<file path="src/rtl/pipe_hazard_ctrl_if.sv">
// Pipeline-to-hazard-controller bundle: hazard sources in, stage enables/flushes out.
// Purely combinational wiring, no storage.
// No handshake of its own; enables are the backpressure.
interface pipe_hazard_ctrl_if;
    logic [4:0]  id_rs1;
    logic [4:0]  id_rs2;
    logic        ex_memread;
    logic [4:0]  ex_rd;
    logic        ex_redirect;
    logic        mem_req;
    logic        dmem_ready;

    logic        pc_en;
    logic        ifid_en;
    logic        idex_en;
    logic        exmem_en;
    logic        memwb_en;
    logic        ifid_flush;
    logic        idex_flush;
    logic        memwb_flush;
    logic        dmem_valid;
    logic [15:0] stall_cycles;
    logic        timeout_err;

    // Pipeline datapath side: supplies hazard sources, consumes control.
    modport master (
        output id_rs1, id_rs2, ex_memread, ex_rd, ex_redirect, mem_req, dmem_ready,
        input  pc_en, ifid_en, idex_en, exmem_en, memwb_en,
        input  ifid_flush, idex_flush, memwb_flush, dmem_valid, stall_cycles, timeout_err
    );

    // Hazard controller side.
    modport slave (
        input  id_rs1, id_rs2, ex_memread, ex_rd, ex_redirect, mem_req, dmem_ready,
        output pc_en, ifid_en, idex_en, exmem_en, memwb_en,
        output ifid_flush, idex_flush, memwb_flush, dmem_valid, stall_cycles, timeout_err
    );
endinterface

</file>
<file path="src/rtl/pipe_hazard_ctrl.sv">
// Five-stage pipeline hazard control: load-use stall, redirect flush, dmem wait with timeout.
// Enables/flushes are combinational (same cycle); counters and state update on the clock edge.
// Backpressure: a pending data-memory access freezes IF..EX/MEM and bubbles MEM/WB until dmem_ready.
module pipe_hazard_ctrl #(
    parameter int unsigned MEM_TIMEOUT = 16
) (
    input  logic              clk,
    input  logic              reset,
    pipe_hazard_ctrl_if.slave hz
);

    localparam logic [1:0] ST_RUN      = 2'd0;
    localparam logic [1:0] ST_MEM_WAIT = 2'd1;
    localparam logic [1:0] ST_ERROR    = 2'd2;

    localparam logic [7:0]  WAIT_LAST = 8'(MEM_TIMEOUT - 1);
    localparam logic [15:0] STALL_MAX = 16'hFFFF;

    logic [1:0]  state_q;
    logic [1:0]  state_d;
    logic [7:0]  wait_cnt_q;
    logic [15:0] stall_cnt_q;

    logic        load_use;
    logic        mem_stall;
    logic        wait_expired;

    logic        pc_en;
    logic        ifid_en;
    logic        idex_en;
    logic        exmem_en;
    logic        memwb_en;
    logic        ifid_flush;
    logic        idex_flush;
    logic        memwb_flush;
    logic        dmem_valid;

    // x0 is hardwired zero, so a load targeting it never creates a dependency.
    always_comb begin
        load_use = hz.ex_memread && (hz.ex_rd != 5'd0) &&
                   ((hz.ex_rd == hz.id_rs1) || (hz.ex_rd == hz.id_rs2));
    end

    // Once waiting, only dmem_ready ends the stall; mem_req is already latched in EX/MEM.
    always_comb begin
        mem_stall = 1'b0;
        case (state_q)
            ST_RUN:      mem_stall = hz.mem_req && !hz.dmem_ready;
            ST_MEM_WAIT: mem_stall = !hz.dmem_ready;
            default:     mem_stall = 1'b0;
        endcase
        wait_expired = (state_q == ST_MEM_WAIT) && !hz.dmem_ready &&
                       (wait_cnt_q == WAIT_LAST);
    end

    always_comb begin
        pc_en       = 1'b1;
        ifid_en     = 1'b1;
        idex_en     = 1'b1;
        exmem_en    = 1'b1;
        memwb_en    = 1'b1;
        ifid_flush  = 1'b0;
        idex_flush  = 1'b0;
        memwb_flush = 1'b0;
        dmem_valid  = hz.mem_req;
        // While reset is held the pipeline sees plain RUN behaviour.
        if (reset) begin
            if (state_q == ST_ERROR) begin
                pc_en      = 1'b0;
                ifid_en    = 1'b0;
                idex_en    = 1'b0;
                exmem_en   = 1'b0;
                memwb_en   = 1'b0;
                dmem_valid = 1'b0;
            end else if (mem_stall) begin
                pc_en       = 1'b0;
                ifid_en     = 1'b0;
                idex_en     = 1'b0;
                exmem_en    = 1'b0;
                memwb_flush = 1'b1;
            end else if (hz.ex_redirect) begin
                ifid_flush = 1'b1;
                idex_flush = 1'b1;
            end else if (load_use) begin
                pc_en      = 1'b0;
                ifid_en    = 1'b0;
                idex_flush = 1'b1;
            end
        end
    end

    always_comb begin
        state_d = state_q;
        case (state_q)
            ST_RUN: begin
                if (mem_stall) state_d = ST_MEM_WAIT;
            end
            ST_MEM_WAIT: begin
                if (hz.dmem_ready)      state_d = ST_RUN;
                else if (wait_expired)  state_d = ST_ERROR;
            end
            ST_ERROR: state_d = ST_ERROR;
            default:  state_d = ST_RUN;
        endcase
    end

    always_ff @(posedge clk or negedge reset) begin
        if (!reset) begin
            state_q     <= ST_RUN;
            wait_cnt_q  <= 8'd0;
            stall_cnt_q <= 16'd0;
        end else begin
            state_q <= state_d;
            if (state_q == ST_RUN && state_d == ST_MEM_WAIT)
                wait_cnt_q <= 8'd0;
            else if (state_q == ST_MEM_WAIT)
                wait_cnt_q <= wait_cnt_q + 8'd1;
            if (!pc_en && state_q != ST_ERROR && stall_cnt_q != STALL_MAX)
                stall_cnt_q <= stall_cnt_q + 16'd1;
        end
    end

    assign hz.pc_en        = pc_en;
    assign hz.ifid_en      = ifid_en;
    assign hz.idex_en      = idex_en;
    assign hz.exmem_en     = exmem_en;
    assign hz.memwb_en     = memwb_en;
    assign hz.ifid_flush   = ifid_flush;
    assign hz.idex_flush   = idex_flush;
    assign hz.memwb_flush  = memwb_flush;
    assign hz.dmem_valid   = dmem_valid;
    assign hz.stall_cycles = stall_cnt_q;
    assign hz.timeout_err  = (state_q == ST_ERROR);

endmodule

</file>
<file path="src/flat_wrapper.sv">
// flat-port wrapper written by rule: the top's interface ports become plain ports
module pipe_hazard_ctrl_flat 
#(
    parameter int unsigned MEM_TIMEOUT = 16
)
  (clk, reset, hz_id_rs1, hz_id_rs2, hz_ex_memread, hz_ex_rd, hz_ex_redirect, hz_mem_req, hz_dmem_ready, hz_pc_en, hz_ifid_en, hz_idex_en, hz_exmem_en, hz_memwb_en, hz_ifid_flush, hz_idex_flush, hz_memwb_flush, hz_dmem_valid, hz_stall_cycles, hz_timeout_err);
  pipe_hazard_ctrl_if hz_i ();
  input  logic clk;
  input  logic reset;
  input wire logic [$bits(hz_i.id_rs1)-1:0] hz_id_rs1;
  input wire logic [$bits(hz_i.id_rs2)-1:0] hz_id_rs2;
  input wire logic [$bits(hz_i.ex_memread)-1:0] hz_ex_memread;
  input wire logic [$bits(hz_i.ex_rd)-1:0] hz_ex_rd;
  input wire logic [$bits(hz_i.ex_redirect)-1:0] hz_ex_redirect;
  input wire logic [$bits(hz_i.mem_req)-1:0] hz_mem_req;
  input wire logic [$bits(hz_i.dmem_ready)-1:0] hz_dmem_ready;
  output wire logic [$bits(hz_i.pc_en)-1:0] hz_pc_en;
  output wire logic [$bits(hz_i.ifid_en)-1:0] hz_ifid_en;
  output wire logic [$bits(hz_i.idex_en)-1:0] hz_idex_en;
  output wire logic [$bits(hz_i.exmem_en)-1:0] hz_exmem_en;
  output wire logic [$bits(hz_i.memwb_en)-1:0] hz_memwb_en;
  output wire logic [$bits(hz_i.ifid_flush)-1:0] hz_ifid_flush;
  output wire logic [$bits(hz_i.idex_flush)-1:0] hz_idex_flush;
  output wire logic [$bits(hz_i.memwb_flush)-1:0] hz_memwb_flush;
  output wire logic [$bits(hz_i.dmem_valid)-1:0] hz_dmem_valid;
  output wire logic [$bits(hz_i.stall_cycles)-1:0] hz_stall_cycles;
  output wire logic [$bits(hz_i.timeout_err)-1:0] hz_timeout_err;
  assign hz_i.id_rs1 = hz_id_rs1;
  assign hz_i.id_rs2 = hz_id_rs2;
  assign hz_i.ex_memread = hz_ex_memread;
  assign hz_i.ex_rd = hz_ex_rd;
  assign hz_i.ex_redirect = hz_ex_redirect;
  assign hz_i.mem_req = hz_mem_req;
  assign hz_i.dmem_ready = hz_dmem_ready;
  assign hz_pc_en = hz_i.pc_en;
  assign hz_ifid_en = hz_i.ifid_en;
  assign hz_idex_en = hz_i.idex_en;
  assign hz_exmem_en = hz_i.exmem_en;
  assign hz_memwb_en = hz_i.memwb_en;
  assign hz_ifid_flush = hz_i.ifid_flush;
  assign hz_idex_flush = hz_i.idex_flush;
  assign hz_memwb_flush = hz_i.memwb_flush;
  assign hz_dmem_valid = hz_i.dmem_valid;
  assign hz_stall_cycles = hz_i.stall_cycles;
  assign hz_timeout_err = hz_i.timeout_err;
  pipe_hazard_ctrl #(.MEM_TIMEOUT(MEM_TIMEOUT)) u_core (.clk(clk), .reset(reset), .hz(hz_i));
endmodule
</file>
<file path="config.mk">
export PLATFORM = sky130hd
export DESIGN_NAME = pipe_hazard_ctrl_flat
export DESIGN_NICKNAME = d
export VERILOG_FILES = /design/src/rtl/pipe_hazard_ctrl_if.sv /design/src/rtl/pipe_hazard_ctrl.sv /design/src/flat_wrapper.sv
export SDC_FILE = /design/constraint.sdc
export NUM_CORES = 1
export LEC_CHECK = 0
export CAP_MARGIN = 20
export CORE_UTILIZATION = 49
export DETAILED_ROUTE_END_ITERATION = 8
export GPL_ROUTABILITY_DRIVEN = 0
export GPL_TIMING_DRIVEN = 0
export PLACE_DENSITY = 0.82
export SETUP_SLACK_MARGIN = 0.2
export SLEW_MARGIN = 40
export SYNTH_ARGS = -nofsm -noshare
export SYNTH_HDL_FRONTEND = slang
export SYNTH_SLANG_ARGS = --single-unit
</file>
<file path="constraint.sdc">
create_clock -name clk -period 3.78 [get_ports clk]
set_input_delay 0.756 -clock clk [delete_from_list [all_inputs] [get_ports clk]]
set_output_delay 0.756 -clock clk [all_outputs]
set_load 0.01 [all_outputs]
</file>
==> reports/summary.txt <==
top cell type's share of synthesized area - 0.443
per-cell routed wire length - 15.2 µm
IO buf count - 46
R2R Setup Slk - 1740 ps
Post-Route WL - 3640 µm
core area - 2810 µm²
worst hold-check path type - input port to asynchronous set/reset pin
final setup violation count - 0
crit-path leading delay family - buffers and inverters
sequential share of the synthesized area - 0.443
Sequential Power Share - 0.509
Switching Power - 204 µW
worst setup margin - 300 ps
Final Skew - 3.56 ps
Startpoint Class - input port
vias in the first global route - 1398
CP max stage delay - 550 ps
Max Buffers Root-to-Sink - 2
Chip Height - 56.8 µm
failing checks - design-rule violations
DRC violations left - 14
Crit path arrival time - 2720 ps
H-tree levels - 1
crit-path max FO - 3
synthesized instance count - 157
most instantiated library cell after synthesis - dfrtp_1
Overflow after GRT - 0
Crit-path slowest cell - clkdlybuf4s50_1
crit-path cells - clkdlybuf4s50_1, xnor2_1, nand2_1, o22ai_2, nand2b_1, o21ai_0, nand2_1, buf_4, clkdlybuf4s50_1
first-pass GRT wire length - 6020 µm
outcome - finished, violations left
minimum clock period - 3480 ps
Placement Setup Slack - 123 ps
largest net degree at the start of global routing - 33
starting utilization of the core area - 0.524
Worst EP required - 3020 ps
flops & latches, synth - 26
I/O pin count - 47
Slew headroom - 0.577
synthesized area - 1470 µm²
Worst setup EP type - output pin
initial antenna violation count - 0
Worst Tran Pin Value - 634 ps
final-report hold violation count - 0
drt via density - 5.67
syn_area_per_cell - 9.36 µm²
Final Slew Violations - 0
Achievable Freq - 287 MHz
number of flops mapped to enable cells by yosys - 0
Initial DRC Count - 53
VDD IR max - 0.348 mV
sinks on the clock net - 26
share of cells above drive strength 1 - 0.0721
worst reg2reg path endpoint - u_core.hz.stall_cycles[9]
DR pass1 iterations - 6
CTS clock-pin slew for the worst setup and hold paths - 130 ps
Synth Flop Type - dfrtp_1
combinational fraction of design power - 0.290
Int Pwr - 487 µW
Post-Place Cell Area - 1960 µm²
CTS tree - built
num rows - 19
reg2reg path depth - 7
WHS - 436 ps
Die Wd - 56.8 µm
Area Overhead vs Synth - 37.2%
Commonest cells post-synth - dfrtp_1, xnor2_1, nand2_1, o21ai_0, nor2_1
share of async-settable or async-resettable flops after synthesis - 1.00
total track usage - 0.238
Mapped Nets - 180
hpwl dp - 2620 µm
count of cell types in the netlist - 35
clock share of power - 0.200
worst path buffer plus inverter count - 3
Synth Warn # - 0
worst r2r src - u_core.hz.stall_cycles[0]
max_cap viols - 0
RSZ-0062 raised after global routing - false
Post-Route Utilization - 0.719
full die area - 3220 µm²
Post-DRT Antenna Nets - 0
n_diodes - 0
Static Leak - 0.857 nW
Synth area leader - dfrtp_1
Clock Root Buffer - clkbuf_4
critical path type - input port to output pin
period utilisation layout - 0.921
switching share of total power - 0.295
cell area after layout - 2020 µm²
clock buffer count from CTS - 3
PwrDens - 342 nW/µm²
ranking of synthesized cells by area - dfrtp_1, xnor2_1, o21ai_0
Clock Latency Late Sink - 320 ps
fin nets - 232
vias - 1354
## layer usage
layer	share of wire	GRT usage	vias up
met2	0.52	0.446	47
met3	0.073	0.0599	5
li1	-	-	649
met5	0	0	-
met1	0.40	0.258	653
met4	0.012	0.0836	0
## state kept, by name (all words and copies together) (netlist names)
name / count
u_core.wait_cnt_q: 8
u_core.hz.stall_cycles: 16
u_core.state_q: 2
## per-stage QoR
step | instances | total power, mW | setup TNS (ps)
floorplan | 157 | 0.443 | 0
global placement | 234 | 0.545 | -130
detailed placement | 234 | 0.554 | 0
CTS | 238 | 0.695 | 0
global route | 239 | 0.728 | 0
finish | 239 | 0.690 | 0
## cell type report
type / instances / area, µm²
Multi-Input combinational cell: 123 / 785
Fill cell: 225 / 788
Clock buffer: 4 / 36.3
Inverter: 3 / 11.3
Buffer: 5 / 33.8
Tap cell: 31 / 38.8
Sequential cell: 26 / 651
Timing Repair Buffer: 47 / 462
## cell families (layout without fill, tap and decap cells)
| group | Yosys count | in the layout | share of synthesized area |
|---|---|---|---|
| simple gates | 71 | 71 | 0.254 |
| mux | 2 | 2 | 0.0145 |
| fa+ha+maj | 2 | 2 | 0.0170 |
| buf+inv | 8 | 59 | 0.0306 |
| compound gates | 23 | 23 | 0.0919 |
| xor+xnor | 25 | 25 | 0.149 |
| flops | 26 | 26 | 0.443 |
## cell usage in the layout (no fill, tap or decap), types with 3 or more instances in the layout
cell type	n
inv_1	3
nor2b_1	3
o21ai_0	14
nand3_1	12
xnor2_1	24
buf_4	3
dfrtp_1	26
dlygate4sd2_1	3
nor2_1	13
nand2_1	16
and3_1	9
nand4_1	5
clkdlybuf4s50_1	41
clkbuf_4	3
## power by group through the flow
stage               Combinational (mW)  Sequential, mW  Clock (mW)
detailed placement               0.199           0.356           0
global route                     0.219           0.358       0.151
finish                           0.200           0.352       0.138
floorplan                       0.0831           0.360           0
global placement                 0.193           0.352           0
CTS                              0.199           0.352       0.144
## worst max path at each step
stage | depth (start not counted) | slack [ps] | end | from
floorplan | 6 | 1170 | hz_pc_en | hz_ex_rd[0]
global placement | 4 | -130 | hz_idex_en | reset
detailed placement | 8 | 120 | hz_pc_en | hz_ex_rd[0]
CTS | 8 | 260 | hz_pc_en | hz_ex_rd[4]
global route | 9 | 200 | hz_pc_en | hz_ex_rd[1]
finish | 9 | 300 | hz_pc_en | hz_ex_rd[1]
## timing repair
| item | in CTS | in global routing |
|---|---|---|
| resized for setup | 4 | 2 |
| setup buffers | 0 | 1 |
| hold buffers | 0 | 0 |
| endpoints found under the setup margin | 1 | 1 |
| pin swaps | 0 | 2 |
| gates cloned | 0 | 0 |
Note: power is estimated with default switching activity, not from simulation.
